## config.mk

```make
export PLATFORM = sky130hd
export DESIGN_NAME = onehot_decoder_seq
export DESIGN_NICKNAME = d
export VERILOG_FILES = /design/src/rtl/dec_pkg.sv /design/src/rtl/dec_hold_timer.sv /design/src/rtl/onehot_decoder_seq.sv
export SDC_FILE = /design/constraint.sdc
export NUM_CORES = 1
export LEC_CHECK = 0
export CORE_UTILIZATION = 45
export CTS_CLUSTER_DIAMETER = 50
export DETAILED_ROUTE_END_ITERATION = 10
export PLACE_DENSITY = 0.76
export SYNTH_ARGS = -nofsm -noshare
export SYNTH_HDL_FRONTEND = slang
export SYNTH_SLANG_ARGS = --single-unit
```

## constraint.sdc

```tcl
create_clock -name clk -period 1.82 [get_ports clk]
set_input_delay 0.182 -clock clk [delete_from_list [all_inputs] [get_ports clk]]
set_output_delay 0.182 -clock clk [all_outputs]
set_load 0.01 [all_outputs]
```

## src/rtl/dec_pkg.sv

```systemverilog
// -----------------------------------------------------------------------------
// dec_pkg
// Shared definitions for the one-hot decoder block:
//   - dec_state_e : controller state encoding (IDLE / HOLD / SCAN)
//   - SEL_W_DEF   : default select width
//   - HOLD_W_DEF  : default dwell-count width
// -----------------------------------------------------------------------------
package dec_pkg;

  localparam int SEL_W_DEF  = 3;
  localparam int HOLD_W_DEF = 4;

  typedef enum logic [1:0] {
    IDLE = 2'd0,
    HOLD = 2'd1,
    SCAN = 2'd2
  } dec_state_e;

endpackage : dec_pkg

```

## src/rtl/dec_hold_timer.sv

```systemverilog
// -----------------------------------------------------------------------------
// dec_hold_timer
// Dwell down-counter shared by the HOLD and SCAN states of the decoder.
// Priority: clear > load > decrement. The count never goes below zero.
//
// Ports:
//   clk      : clock, rising edge
//   rst_n    : asynchronous active-low reset, count -> 0
//   clear    : synchronous clear to 0
//   load     : load load_val
//   load_val : value loaded on load
//   dec      : decrement by one while non-zero
//   count    : current count
//   zero     : count == 0
// -----------------------------------------------------------------------------
module dec_hold_timer #(
  parameter int W = dec_pkg::HOLD_W_DEF
) (
  input  logic         clk,
  input  logic         rst_n,
  input  logic         clear,
  input  logic         load,
  input  logic [W-1:0] load_val,
  input  logic         dec,
  output logic [W-1:0] count,
  output logic         zero
);

  // NOTE: state is updated with non-blocking assignments inside an
  // always_ff that lists the asynchronous reset in its sensitivity list, so
  // every register settles on the same edge without ordering races.
  always_ff @(posedge clk or negedge rst_n) begin
    if (!rst_n) begin
      count <= '0;
    end else if (clear) begin
      count <= '0;
    end else if (load) begin
      count <= load_val;
    end else if (dec && (count != '0)) begin
      count <= count - 1'b1;
    end
  end

  assign zero = (count == '0);

endmodule : dec_hold_timer

```

## src/rtl/onehot_decoder_seq.sv

```systemverilog
// -----------------------------------------------------------------------------
// onehot_decoder_seq
// Registered one-hot decoder with a per-request dwell time and an optional
// auto-scan mode that walks the one-hot output across all indices.
//
// Configuration:
//   DEC_SCAN_EN : when defined, mode=1 enables the SCAN state and scan_wrap.
//                 When undefined, mode is ignored and scan_wrap is tied 0.
//
// Ports:
//   clk       : clock, all state on rising edge
//   rst_n     : asynchronous active-low reset
//   en_n      : active-low enable; high aborts and holds the block idle
//   mode      : 0 = direct decode, 1 = auto-scan
//   in_valid  : sel/hold request valid (direct mode)
//   in_ready  : request can be accepted this cycle (combinational)
//   sel       : index to decode
//   hold      : dwell in cycles, 0 treated as 1
//   y         : registered one-hot output
//   y_valid   : y is non-zero
//   scan_wrap : one-cycle pulse when the scan returns to index 0
// -----------------------------------------------------------------------------
module onehot_decoder_seq
  import dec_pkg::*;
#(
  parameter  int SEL_W  = SEL_W_DEF,
  parameter  int HOLD_W = HOLD_W_DEF,
  localparam int OUT_W  = 2 ** SEL_W
) (
  input  logic              clk,
  input  logic              rst_n,
  input  logic              en_n,
  input  logic              mode,
  input  logic              in_valid,
  output logic              in_ready,
  input  logic [SEL_W-1:0]  sel,
  input  logic [HOLD_W-1:0] hold,
  output logic [OUT_W-1:0]  y,
  output logic              y_valid,
  output logic              scan_wrap
);

  dec_state_e        state, state_next;
  logic [OUT_W-1:0]  y_next;
  logic              wrap_next;

  logic              tmr_clear;
  logic              tmr_load;
  logic              tmr_dec;
  logic [HOLD_W-1:0] tmr_load_val;
  logic [HOLD_W-1:0] tmr_count;
  logic              tmr_zero;

  logic              mode_eff;
  logic              accept;
  logic [OUT_W-1:0]  sel_onehot;

`ifdef DEC_SCAN_EN
  assign mode_eff = mode;
`else
  // Scan support is compiled out; mode is deliberately left unused.
  logic unused_mode;
  assign unused_mode = mode;
  assign mode_eff    = 1'b0;
`endif

  // A dwell of 0 behaves as 1, so the counter reload is max(hold,1)-1.
  assign tmr_load_val = (hold == '0) ? '0 : hold - 1'b1;

  always_comb begin
    sel_onehot      = '0;
    sel_onehot[sel] = 1'b1;
  end

  assign in_ready = !en_n && !mode_eff &&
                    ((state == IDLE) || ((state == HOLD) && tmr_zero));
  assign accept   = in_valid && in_ready;

  dec_hold_timer #(
    .W (HOLD_W)
  ) u_hold_timer (
    .clk      (clk),
    .rst_n    (rst_n),
    .clear    (tmr_clear),
    .load     (tmr_load),
    .load_val (tmr_load_val),
    .dec      (tmr_dec),
    .count    (tmr_count),
    .zero     (tmr_zero)
  );

  // Next-state and next-output logic.
  always_comb begin
    // NOTE: every signal driven here is assigned a default first so that no
    // path through the case statement can leave one unassigned (no latches).
    state_next = state;
    y_next     = y;
    wrap_next  = 1'b0;
    tmr_clear  = 1'b0;
    tmr_load   = 1'b0;
    tmr_dec    = 1'b0;

    if (en_n) begin
      state_next = IDLE;
      y_next     = '0;
      tmr_clear  = 1'b1;
    end else begin
      unique case (state)
        IDLE: begin
          if (accept) begin
            state_next = HOLD;
            y_next     = sel_onehot;
            tmr_load   = 1'b1;
          end else if (mode_eff) begin
            state_next = SCAN;
            y_next     = {{(OUT_W-1){1'b0}}, 1'b1};
            tmr_load   = 1'b1;
          end
        end

        HOLD: begin
          if (accept) begin
            // Back-to-back request in the final dwell cycle: no zero gap.
            y_next   = sel_onehot;
            tmr_load = 1'b1;
          end else if (tmr_zero) begin
            state_next = IDLE;
            y_next     = '0;
          end else begin
            tmr_dec = 1'b1;
          end
        end

        SCAN: begin
`ifdef DEC_SCAN_EN
          if (!mode_eff) begin
            state_next = IDLE;
            y_next     = '0;
            tmr_clear  = 1'b1;
          end else if (tmr_zero) begin
            // Rotate left; the top bit falling back to bit 0 is the wrap.
            y_next    = {y[OUT_W-2:0], y[OUT_W-1]};
            wrap_next = y[OUT_W-1];
            tmr_load  = 1'b1;
          end else begin
            tmr_dec = 1'b1;
          end
`else
          state_next = IDLE;
          y_next     = '0;
          tmr_clear  = 1'b1;
`endif
        end

        default: begin
          state_next = IDLE;
          y_next     = '0;
          tmr_clear  = 1'b1;
        end
      endcase
    end
  end

  always_ff @(posedge clk or negedge rst_n) begin
    if (!rst_n) begin
      state     <= IDLE;
      y         <= '0;
      scan_wrap <= 1'b0;
    end else begin
      state     <= state_next;
      y         <= y_next;
`ifdef DEC_SCAN_EN
      scan_wrap <= wrap_next;
`else
      scan_wrap <= 1'b0;
`endif
    end
  end

  assign y_valid = |y;

endmodule : onehot_decoder_seq
```

==> key figures, run 1 <==
Clock network
  • Worst skew pair latency: 0.28 ns
  • CTS Buf Count: 3
  • # hold bufs at CTS: 0
  • Root buffer cell: clkbuf_4
  • Clock buffer depth: 2
  • Clock Sinks: 13
  • CTS tree: done
  • H-tree depth: 1
  • Clock Pin Slew Worst Setup and Hold Paths: 0.08 ns

Detailed routing
  • Initial DRC count: 17
  • Routed vias/inst: 5.90
  • Met1 WL: 853 um
  • DR vias: 738
  • Detailed-route wire length: 1770 um
  • Top routing layer used: met3
  • Routed wl met3: 107 um
  • Drt pass-1 iters: 5
  • # DRC: 0
  • WL met2: 811 um
  • Final ANT Viol Nets: 0
  • Routed len/inst: 14.2 um

Placement
  • Dpl hpwl: 1390 um
  • GPL Wtd Cong: 0.800
  • IO Port Bufs: 20
  • Placed cells: 121
  • Worst slack, placed: -0.0755 ns

Layout
  • ANT cells: 0
  • Layout overhead on the synthesized area: 41.0%
  • Share of cells above drive strength 1: 22.0%
  • Post-layout util: 70.6%
  • Layout Nets: 126
  • Non-Filler Instances: 125

Global route
  • Gr usage total: 20.5%
  • Initial antenna violation count: 0
  • Global-route wire length before repair: 2860 um
  • GRT overflow: 0
  • Pin count of the biggest net entering global routing: 14
  • Vias in the first global route: 658

Synth
  • Top_reg_cell synth: dfrtp_1
  • Post-Syn Nets: 95
  • Post-Synthesis Cell Area: 781 um2
  • Avg Cell Area, Syn: 9.88 um2
  • Adder-cell area share of the yosys netlist: 6.41%
  • Synth async-reset ratio: 100%
  • Largest family of logic cells by synthesized area: simple AND/OR/NAND/NOR gates
  • Post-Synth Simple-Gate Area: 23.4%
  • Synth warn: 0
  • Post-Synthesis Cells: 79
  • Top cells by count, synth: 13 x dfrtp_1, 8 x nor2_1, 6 x a32o_1, 6 x nor2b_1
  • Synth Area in Compound Gates: 19.6%
  • Share of the synthesized area in the top cell type: 41.7%
  • Post-synthesis register bit count: 13
  • Synth area leaders: dfrtp_1 42%, a32o_1 7.7%, ha_1 6.4%
  • Largest area contributor in the netlist: dfrtp_1
  • Top-count cell post-synth: dfrtp_1
  • Distinct cells, synth: 32
  • Post-synth EDFFs: 0
  • Register area share after synthesis: 41.7%
  • XOR/XNOR Fraction of Synth Area: 0%
  • Post-synthesis mux area share: 4.01%

STA
  • Worst slew margin: 57.9%
  • Final setup TNS: 0 ns
  • Final worst-path cycle share: 95.7%
  • Fin. Hold Viols: 0
  • Worst slew pin tran: 0.629 ns
  • Hold_ws: 0.284 ns
  • Skew final: 0.0127 ns
  • Min Tclk post-route: 1.74 ns
  • RSZ-0062 raised after global routing: false
  • Fmax: 0.574 GHz
  • Final setup fails: 0
  • Setup ws final: 0.0784 ns
  • Slew Limit Fails: 0

Die
  • Row cnt: 14
  • Starting Density: 50.1%
  • Core area: 1560 um2
  • Die Ht: 43.7 um
  • IO Pins: 23
  • Die area: 1910 um2
  • Die width: 43.7 um

Min path
  • HP Class: input pin to async pin

Worst setup path
  • CP startpoint kind: flip-flop
  • R2R depth: 7
  • Worst reg2reg startpoint: u_hold_timer.count[1]
  • Kind of critical path: flip-flop to output pin
  • Internal reg-to-reg setup slack: 0.09 ns
  • CP Max Fanout: 2
  • Critical Path AT: 1.56 ns
  • Crit end category: output pin
  • Worst r2r dst: y[5]
  • WP data required: 1.64 ns

Power
  • Pwr Density: 669 nW/um2
  • Leak: 0.495 nW
  • Worst IR drop on VDD: 439 uV

Run
  • Max cap viols: 0

Outcome
  • Run status: finished clean
==> metrics by stage <==
| step | area, um2 | power (W) |
|---|---|---|
| finish | 1100 | 0.000737 |
| global route | 1100 | 0.000776 |
| CTS | 1080 | 0.000737 |
| detailed placement | 1060 | 0.000558 |
| global placement | 1060 | 0.000552 |
| floorplan | 781 | 0.000444 |
==> worst max-delay path by stage <==
stage	from	to	slack [ns]	cells past startpoint
after global placement	u_hold_timer.count[0]	in_ready	-0.04	5
after floorplan	u_hold_timer.count[0]	y[5]	0.16	6
after global routing	y[5]	y_valid	0.004	3
after CTS	u_hold_timer.count[0]	in_ready	0.03	5
final	u_hold_timer.count[1]	in_ready	0.08	5
after detailed placement	u_hold_timer.count[0]	in_ready	-0.08	5
==> state kept, by name, summed over array words and instances (netlist names) <==
signal and count:
state 1, u_hold_timer.count 4, y 8
==> layout by cell type (no fill, tap or decap) <==
cell,instances
nand3b_1,1
a21oi_1,1
o211ai_1,1
a22o_2,1
dfrtp_1,13
ha_1,3
nand2_1,3
clkbuf_1,1
and3_1,3
nand2b_1,1
a211oi_2,1
nor3_1,1
a21oi_4,1
inv_1,3
nor2_1,8
mux2_2,1
nor4_2,2
or3_1,2
nand3_1,1
nor3b_1,2
clkdlybuf4s50_1,19
a211oi_1,2
o21ai_0,1
mux2i_1,2
and2_1,1
nor2b_1,6
a31oi_1,2
nand2_2,1
clkbuf_4,3
buf_6,1
or3b_4,1
ha_2,1
a32o_1,6
inv_2,1
buf_4,10
a22o_1,1
conb_1,1
==> cell type report <==
class,instances,area (um2)
Multi-Input combinational cell,58,438
Clock buffer,4,26.3
Tap cell,16,20.0
Fill cell,117,458
Timing Repair Buffer,30,277
Inverter,4,15.0
Sequential cell,13,325
==> layer usage <==
layer / vias up / GRT usage (%)
met5: - / 0
met4: 0 / 3.75
met2: 27 / 29.9
li1: 353 / -
met3: 0 / 6.25
met1: 358 / 30.3
==> logic make-up (layout without fill, tap and decap cells) <==
group                    Yosys count  after routing
buffers and inverters              8             38
multiplexers                       3              3
adder cells (fa/ha/maj)            4              4
other                              1              1
AND/OR/NAND/NOR                   33             33
flip-flops                        13             13
AO/OA/AOI/OAI                     17             17
==> critical path, stage by stage (launching register included) <==
cell and delay, ns:
dfrtp_1 0.38, inv_1 0.07, ha_2 0.17, or3b_4 0.39
a21oi_4 0.15, buf_6 0.12
==> power breakdown <==
part	internal [W]	leakage, nW	switching (W)	total (W)
logic	0.000128	0.304	0.000109	0.000237
clock network	0.0000850	0.0150	0.0000920	0.000177
registers	0.000306	0.176	0.0000176	0.000323
==> timing repair <==
item	CTS	global route
buffers inserted	0	0
pin swaps	0	1
gates resized for setup	4	6
setup endpoints to repair	1	5
endpoints found under the hold margin	0	0
gates cloned	0	0
(Power assumes the default switching activity.)
==> run 2: changes to the inputs <==
--- a/config.mk
+++ b/config.mk
@@ -8,7 +8,8 @@
 export CORE_UTILIZATION = 45
 export CTS_CLUSTER_DIAMETER = 50
 export DETAILED_ROUTE_END_ITERATION = 10
-export PLACE_DENSITY = 0.76
+export PLACE_DENSITY = 0.75
 export SYNTH_ARGS = -nofsm -noshare
 export SYNTH_HDL_FRONTEND = slang
+export SYNTH_HIERARCHICAL = 1
 export SYNTH_SLANG_ARGS = --single-unit
==> run 2 against run 1 <==
The run now ends with negative setup slack left; power rose by 3.3%; final area up 11%; non-clock buffer count increased by 4; combinational power grew 14%; clock skew shrank 0.010 ns; area after synthesis rose by 1.6%; critical path type is now flip-flop to flip-flop; largest power group unchanged.
==> key figures, run 2 <==
STA
  • Slew Limit Fails: 0
  • Setup ws final: -0.0983 ns
  • Worst slew pin tran: 0.589 ns
  • Final setup fails: 11
  • Fin. Hold Viols: 0
  • RSZ-0062 raised after global routing: true
  • Min Tclk post-route: 1.92 ns
  • Fmax: 0.521 GHz
  • Worst slew margin: 60.6%
  • Final worst-path cycle share: 105%
  • Skew final: 0.00237 ns

Synth
  • Post-synthesis register bit count: 13
  • Post-Synthesis Cells: 82
  • Post-Synthesis Cell Area: 793 um2
  • Synth async-reset ratio: 100%
  • Top-count cell post-synth: dfrtp_1
  • Synth area leaders: dfrtp_1 41%, a22o_1 6.6%, nor2_1 5.7%
  • Share of the synthesized area in the top cell type: 41.0%
  • Register area share after synthesis: 41.0%
  • Avg Cell Area, Syn: 9.67 um2
  • Distinct cells, synth: 35
  • Top cells by count, synth: 13 x dfrtp_1, 12 x nor2_1, 6 x a22o_1, 6 x nand2_1
  • Post-Syn Nets: 96
  • Largest area contributor in the netlist: dfrtp_1
  • Top_reg_cell synth: dfrtp_1
  • Synth warn: 6
  • Post-synth EDFFs: 0

Die
  • Die area: 1930 um2
  • Row cnt: 14
  • Core area: 1580 um2
  • Die Ht: 44.0 um
  • Starting Density: 50.3%
  • Die width: 44.0 um
  • IO Pins: 23

Clock network
  • H-tree depth: 1
  • CTS Buf Count: 3
  • Clock Sinks: 13
  • Clock buffer depth: 2
  • Worst skew pair latency: 0.28 ns
  • CTS tree: done
  • Clock Pin Slew Worst Setup and Hold Paths: 0.08 ns
  • Root buffer cell: clkbuf_4

Global route
  • Pin count of the biggest net entering global routing: 14
  • Gr usage total: 22.6%
  • Vias in the first global route: 679
  • Global-route wire length before repair: 3130 um
  • GRT overflow: 0
  • Initial antenna violation count: 0

Worst setup path
  • Delay-heaviest family, CP: simple AND/OR/NAND/NOR gates
  • Internal reg-to-reg setup slack: -0.1 ns
  • Critical Path AT: 2.08 ns
  • R2R depth: 9
  • Worst path bufs/invs: 4
  • Worst reg2reg startpoint: u_hold_timer/count[1]
  • CP startpoint kind: flip-flop
  • WP data required: 1.99 ns
  • Crit-path cells: inv_2 > ha_4 > or3b_4 > inv_4 > nor2b_4 > buf_4 > buf_6 > o21ba_4 > a22o_1
  • Critical path's largest stage delay: 0.39 ns
  • Worst r2r dst: y[4]
  • CP Max Fanout: 8
  • Crit end category: flip-flop
  • Critical Path Start: u_hold_timer/count[1]
  • Kind of critical path: flip-flop to flip-flop
  • Slowest-stage cell, CP: dfrtp_1

Power
  • Comb pwr share: 35.5%
  • Pint: 0.000527 W
  • Pwr Density: 623 nW/um2
  • Leak: 0.505 nW
  • Flop pwr share: 41.3%
  • Total power: 0.000761 W
  • Clk network pwr share: 23.2%
  • Net Sw Frac: 30.8%
  • P_sw: 0.000234 W
  • Worst IR drop on VDD: 549 uV

Placement
  • IO Port Bufs: 20
  • Placed cells: 122
  • GPL Wtd Cong: 0.755
  • Worst slack, placed: -0.182 ns
  • Dpl hpwl: 1380 um

Detailed routing
  • DR vias: 770
  • Routed vias/inst: 5.83
  • # DRC: 0
  • Initial DRC count: 23
  • Detailed-route wire length: 2070 um
  • Drt pass-1 iters: 7
  • Routed len/inst: 15.7 um
  • Final ANT Viol Nets: 0

Layout
  • Layout overhead on the synthesized area: 53.9%
  • Layout Nets: 131
  • Top flop regs: y x8, u_hold_timer/count x4, state x1
  • Highest-count cells in the layout ignoring fill and taps: 19 x clkdlybuf4s50_1, 13 x dfrtp_1, 12 x buf_4, 11 x nor2_1, 6 x a22o_1
  • Most common cell after layout, fill and taps aside: clkdlybuf4s50_1
  • Post-layout util: 77.5%
  • Max reg flops: 8
  • Non-Filler Instances: 132
  • Share of cells above drive strength 1: 34.5%
  • Most flop-heavy register: y
  • ANT cells: 0

Outcome
  • Failing checks: negative setup slack
  • Run status: finished with violations

Run
  • Max cap viols: 0

Min path
  • HP Class: input pin to async pin
==> run 2: power groups by stage <==
stage | registers, W | logic, W | clock network (W)
2_1_floorplan | 0.000321 | 0.000130 | 0
3_3_place_gp | 0.000319 | 0.000214 | 0
3_5_place_dp | 0.000320 | 0.000219 | 0
4_1_cts | 0.000314 | 0.000244 | 0.000183
5_1_grt | 0.000316 | 0.000291 | 0.000195
6_report | 0.000315 | 0.000270 | 0.000177
==> run 2: worst max-delay path by stage <==
| stage | endpoint | slack (ns) | depth (start not counted) |
|---|---|---|---|
| after floorplan | u_hold_timer/count[1] | -0.20 | 10 |
| after CTS | u_hold_timer/count[0] | -0.08 | 9 |
| after global routing | u_hold_timer/count[3] | -0.18 | 9 |
| after global placement | u_hold_timer/count[3] | -0.13 | 9 |
| final | y[4] | -0.1 | 9 |
| after detailed placement | u_hold_timer/count[3] | -0.18 | 9 |
==> run 2: metrics by stage <==
step           hold slack (ns)  TNS, ns  instance area (um2)
2_1_floorplan           -0.114   -0.410                  843
3_3_place_gp             0.519   -0.398                 1090
3_5_place_dp             0.532   -0.538                 1090
4_1_cts                  0.281   -0.194                 1160
5_1_grt                  0.314    -1.87                 1220
6_report                 0.273   -0.846                 1220
==> run 2: repair_timing <==
action,in CTS,in global routing
gates resized for setup,11,8
pin swaps,5,8
hold buffers,0,0
endpoints found under the setup margin,8,13
buffers inserted,4,2
==> run 2: layout make-up <==
cell class | count | area (um2)
multi-input combinational | 61 | 518
fill | 115 | 355
sequential | 13 | 325
timing repair buffer | 34 | 314
clock buffer | 4 | 26.3
tap | 16 | 20.0
inverter | 4 | 17.5
==> run 2: kinds of logic (layout without fill, tap and decap cells) <==
kind of cell / Yosys count / count (layout) / synth area share, %
fa+ha+maj: 2 / 2 / 3.15
other cells: 1 / 1 / 0.473
flops: 13 / 13 / 41.0
simple gates: 35 / 35 / 23.3
buf+inv: 8 / 42 / 5.83
mux: 1 / 1 / 1.26
compound gates: 22 / 22 / 24.9
==> run 2: metal layers <==
layer | vias to the layer above | global-route usage [%] | routed length, um
met2 | 31 | 34.3 | 1050
met1 | 368 | 31.4 | 896
met3 | 2 | 7.50 | 119
met4 | 0 | 5.45 | 9
li1 | 369 | - | -
met5 | - | 0 | 0
==> run 3: changes to the inputs <==
--- a/config.mk
+++ b/config.mk
@@ -8,8 +8,8 @@
 export CORE_UTILIZATION = 45
 export CTS_CLUSTER_DIAMETER = 50
 export DETAILED_ROUTE_END_ITERATION = 10
-export PLACE_DENSITY = 0.75
+export GPL_ROUTABILITY_DRIVEN = 0
+export PLACE_DENSITY = 0.76
 export SYNTH_ARGS = -nofsm -noshare
 export SYNTH_HDL_FRONTEND = slang
-export SYNTH_HIERARCHICAL = 1
 export SYNTH_SLANG_ARGS = --single-unit
==> results of run 3 <==
No change in the layout: final DEF, timing and power equal those of run 1.
